`src/rtl/spi_frame_arbiter.sv`:
```
// Round-robin frame arbiter feeding one SPI master byte engine.
// Optional per-byte timeout with abort: define SPI_ARB_TIMEOUT_EN.
`timescale 1ns/1ps
module spi_frame_arbiter #(
    parameter int CLK_DIV  = 6,
    parameter int SS_SETUP = 2,
    parameter int SS_HOLD  = 2,
    parameter int SS_GAP   = 4,
    parameter int TIMEOUT  = 4096
) (
    input  logic       clk,
    input  logic       rst,
    input  logic [1:0] req_i,
    input  logic [7:0] data0_i,
    input  logic       last0_i,
    input  logic [7:0] data1_i,
    input  logic       last1_i,
    output logic [1:0] gnt_o,
    output logic [1:0] byte_rd_o,
    input  logic       busy_spi,
    output logic       spi_send,
    output logic [7:0] data_spi,
    output logic       ena_2clk,
    output logic       spi_ss_n,
    output logic       err_o
);

    localparam int DW = $clog2(CLK_DIV);
    localparam int TW = 8;

    if (CLK_DIV < 2 || TIMEOUT < 1 || SS_SETUP > 255 ||
        SS_HOLD > 255 || SS_GAP > 255) begin : g_param_check
        $error("spi_frame_arbiter: parameter out of range");
    end

    typedef enum logic [2:0] {
        IDLE, SETUP, SEND, WAIT_HI, WAIT_LO, HOLD, GAP
    } state_t;

    state_t        state;
    logic [DW-1:0] div_q;
    logic [TW-1:0] tick_q;
    logic          sel_q;
    logic          rr_q;
    logic          last_q;
    logic          pick;
    logic          tout_hit;

    // Free-running divider; the FSM never resets it.
    always_ff @(posedge clk) begin
        if (rst) begin
            div_q    <= '0;
            ena_2clk <= 1'b0;
        end else begin
            if (div_q == DW'(CLK_DIV - 1))
                div_q <= '0;
            else
                div_q <= div_q + 1'b1;
            ena_2clk <= (div_q == DW'(CLK_DIV - 2));
        end
    end

    // rr_q holds the last requester served.
    assign pick = (req_i[0] & req_i[1]) ? ~rr_q : req_i[1];

`ifdef SPI_ARB_TIMEOUT_EN
    localparam int OW = $clog2(TIMEOUT + 1);
    logic [OW-1:0] tout_q;

    assign tout_hit = (tout_q == OW'(TIMEOUT - 1));

    always_ff @(posedge clk) begin
        if (rst) begin
            tout_q <= '0;
            err_o  <= 1'b0;
        end else if (state == SEND) begin
            tout_q <= '0;
        end else if (state == WAIT_HI || state == WAIT_LO) begin
            if (tout_hit)
                err_o <= 1'b1;
            else
                tout_q <= tout_q + 1'b1;
        end
    end
`else
    assign tout_hit = 1'b0;
    assign err_o    = 1'b0;
`endif

    always_ff @(posedge clk) begin
        if (rst) begin
            state     <= IDLE;
            gnt_o     <= '0;
            byte_rd_o <= '0;
            spi_send  <= 1'b0;
            data_spi  <= '0;
            spi_ss_n  <= 1'b1;
            sel_q     <= 1'b0;
            rr_q      <= 1'b1;
            last_q    <= 1'b0;
            tick_q    <= '0;
        end else begin
            spi_send  <= 1'b0;
            byte_rd_o <= '0;
            unique case (state)
                IDLE: begin
                    if (|req_i) begin
                        sel_q    <= pick;
                        gnt_o    <= pick ? 2'b10 : 2'b01;
                        spi_ss_n <= 1'b0;
                        tick_q   <= '0;
                        state    <= SETUP;
                    end
                end
                SETUP: begin
                    if (tick_q == TW'(SS_SETUP))
                        state <= SEND;
                    else if (ena_2clk)
                        tick_q <= tick_q + 1'b1;
                end
                SEND: begin
                    data_spi  <= sel_q ? data1_i : data0_i;
                    last_q    <= sel_q ? last1_i : last0_i;
                    byte_rd_o <= sel_q ? 2'b10 : 2'b01;
                    spi_send  <= 1'b1;
                    state     <= WAIT_HI;
                end
                WAIT_HI: begin
                    if (tout_hit) begin
                        tick_q <= '0;
                        state  <= HOLD;
                    end else if (busy_spi) begin
                        state <= WAIT_LO;
                    end
                end
                WAIT_LO: begin
                    if (tout_hit || (!busy_spi && last_q)) begin
                        tick_q <= '0;
                        state  <= HOLD;
                    end else if (!busy_spi) begin
                        state <= SEND;
                    end
                end
                HOLD: begin
                    if (tick_q == TW'(SS_HOLD)) begin
                        spi_ss_n <= 1'b1;
                        gnt_o    <= '0;
                        rr_q     <= sel_q;
                        tick_q   <= '0;
                        state    <= GAP;
                    end else if (ena_2clk) begin
                        tick_q <= tick_q + 1'b1;
                    end
                end
                GAP: begin
                    if (tick_q == TW'(SS_GAP))
                        state <= IDLE;
                    else if (ena_2clk)
                        tick_q <= tick_q + 1'b1;
                end
                default: state <= IDLE;
            endcase
        end
    end

endmodule

```
`config.mk`:
```
export PLATFORM = sky130hd
export DESIGN_NAME = spi_frame_arbiter
export DESIGN_NICKNAME = d
export VERILOG_FILES = /design/src/rtl/spi_frame_arbiter.sv
export SDC_FILE = /design/constraint.sdc
export NUM_CORES = 1
export LEC_CHECK = 0
export CAP_MARGIN = 5
export CORE_UTILIZATION = 48
export CTS_CLUSTER_SIZE = 30
export DETAILED_ROUTE_END_ITERATION = 12
export PLACE_DENSITY = 0.84
export SLEW_MARGIN = 10
export SYNTH_ARGS = -nofsm -noshare
export SYNTH_HDL_FRONTEND = slang
export SYNTH_SLANG_ARGS = --single-unit
export TNS_END_PERCENT = 5
```
`constraint.sdc`:
```
create_clock -name clk -period 5.36 [get_ports clk]
set_input_delay 1.34 -clock clk [delete_from_list [all_inputs] [get_ports clk]]
set_output_delay 1.34 -clock clk [all_outputs]
set_load 0.03 [all_outputs]
```
==> flow_summary.toml <==
[status]
status = "finished clean"

[yosys]
synth_edf_count = 0
synth_area_mm2 = 0.00166
async_flop_share_pct = 0
avgSynthCellArea_um2 = 8.80
syn_inst = 189
synth_top_area_share_pct = 38.5
ys_ff_latch = 32
synth_cell_types = 45
synth_top_area_cell = "dfxtp_1"
netlist_top_cells_count = "dfxtp_1 (32), nor2_1 (19), a21oi_1 (18)"
ys_top_cells_by_area = "dfxtp_1 (38%), mux2i_1 (6.0%), a21oi_1 (5.4%)"
synth_top_flop_cell = "dfxtp_1"
yosys.cell_count.top_type = "dfxtp_1"
ys_seq_area_share_pct = 38.5
syn_nets = 218
ys_warn_count = 0

[cts]
cts_tree = "yes"
h-tree-depth = 2
holdBufCountCts = 0
cts_buffers = 5
cts_root_buffer = "clkbuf_4"
clk_latency_ns = 0.33
clkTransAtPathRegs_ns = 0.09
cts_buffer_depth = 2
cts_setup_buffers = 0
cts.sinks = 32
post_cts_resized = 0

[timing]
hold_violations = 0
slew_headroom_pct = 55.2
setup_viol = 0
tightest_slew_ns = 0.669
finalMaxSlewViolations = 0
fin_worst_skew_ns = 0.00440
min_period_ns = 2.86
worst_slack_ns = 2.50
rsz0062_at_grt = "false"
fin_tns_setup_ns = 0
timing.fmax_mhz = 350
min_period_over_period_pct = 53.3

[power]
ir_drop_mv = 0.167
total_power_mw = 0.426
p_leak_nw = 0.678
p_per_area_mw_per_mm2 = 206

[floorplan]
ios = 39
coreArea_mm2 = 0.00334
die-area_mm2 = 0.00371
num_rows = 21
die_w_um = 60.9
die_h_um = 60.9
start_util_pct = 49.9

[critical_path]
worstSetupEndpointType = "flip-flop"
path_cells = "clkdlybuf4s50_1 > nand2b_1 > a21oi_2 > a31oi_2 > or4_1 > a21oi_1"
critPathMaxFanout = 14
critPathKind = "input pin to flip-flop"
worstPathRequired_ns = 5.63
slowest_delay_ns = 0.58
cp.arrival_ns = 3.13
path_delay_family = "simple AND/OR/NAND/NOR gates"
slowest_stage = "or4_1"
path_buf_inv = 1
start_kind = "input pin"

[detailed_routing]
drc = 0
drt-vias-per-instance = 5.53
avgRoutedWirePerCell_um = 12.7
drt.antenna.violating_nets = 0
drt_first_iter_violations = 110
num_vias = 1476
first_pass_iters = 4
routed_wl_um = 3400

[layout]
area_delta_synth_final_pct = 24.2
drive_gt1_share_pct = 8.14
nNetsFinal = 250
antenna-diode-count = 0
fill_cells = 317
finalInstanceArea_mm2 = 0.00207

[placed_design]
dpl_cell_area_mm2 = 0.00202
gp_congestion = 0.821
port-buffer-count = 37
dp_hpwl_um = 2430
pre_cts_ws_ns = 2.18

[global_route]
grt_pass1_wl_um = 5330
grt-ovfl-total = 0
antenna_found_initial = 0
grt_pass1_vias = 1217
grt_usage_pct = 19.6
grt_max_degree = 20

[hold_path]
hold_class = "flip-flop to flip-flop"

[flow_run]
maxCapViolations = 0
-- cells by family after synthesis --
| family | count (synthesis) | synth area share, % |
|---|---|---|
| muxes | 11 | 6.69 |
| other | 1 | 0.225 |
| and+or+nand+nor | 67 | 22.1 |
| adders and majority gates | 6 | 4.51 |
| DFF | 32 | 38.5 |
| AOI/OAI and AO/OA | 52 | 21.9 |
| buffers and inverters | 20 | 6.09 |
-- tightest hold or removal path: stages (launching register included) --
cell and delay [ns]:
dfxtp_1 0.31, o21ai_0 0.06, nand3_1 0.07
-- stage by stage --
stage	utilization (%)	hold WS [ns]	cells
2_1_floorplan	-	0.464	189
3_3_place_gp	60.6	0.467	260
3_5_place_dp	60.6	0.466	260
4_1_cts	61.9	0.495	267
5_1_grt	61.9	0.521	267
6_report	61.9	0.491	267
-- metal layers --
layer	wire length [um]	global-route usage, %	vias to the layer above
li1	-	-	762
met1	1630	26.8	666
met2	1550	29.0	41
met3	146	3.84	7
met4	79	11.0	0
met5	0	0	-
-- layout by cell type (no fill, tap or decap), types with 2 or more instances in the layout --
cell             synthesis  final
inv_1                    8      8
and2_1                   2      2
clkdlybuf4s50_1          0     37
mux2i_1                 10     10
nand2_1                 10     10
nand3_1                  8      8
or4_1                    6      6
o21ai_1                  2      2
a211oi_1                10     10
ha_1                     6      6
o21ai_0                  2      2
nor2_1                  19     19
and3_1                   5      5
clkbuf_4                 0      5
dfxtp_1                 32     32
nor3_1                   5      5
a21oi_1                 18     18
nand4_1                  3      3
nand2b_1                 2      2
o31ai_1                  6      6
-- registers in the layout, indices dropped and copies added (netlist names) --
signal     flops
data_spi       8
tick_q         8
div_q          3
state          3
byte_rd_o      2
gnt_o          2
ena_2clk       1
last_q         1
rr_q           1
sel_q          1
spi_send       1
spi_ss_n       1
-- where the power goes --
part | switching, mW | internal (mW)
registers | 0.00689 | 0.242
clock network | 0.0779 | 0.0482
logic | 0.0224 | 0.0281
-- worst paths after layout --
| check | from | to | slack (ns) | cells after the start |
|---|---|---|---|---|
| max | busy_spi | tick_q[3] | 2.50 | 6 |
| min | rr_q | rr_q | 0.49 | 2 |
| max reg2reg | state[0] | tick_q[3] | 3.25 | 5 |
| min reg2reg | rr_q | rr_q | 0.49 | 2 |
-- final cells by class --
type	count	area (um^2)	area share, %
multi-input combinational	137	922	44.6
sequential	32	641	31.0
timing repair buffer	37	370	17.9
tap	46	57.6	2.78
clock buffer	6	41.3	2.00
inverter	8	30.0	1.45
clock inverter	1	5.00	0.242
(Power assumes the default switching activity.)
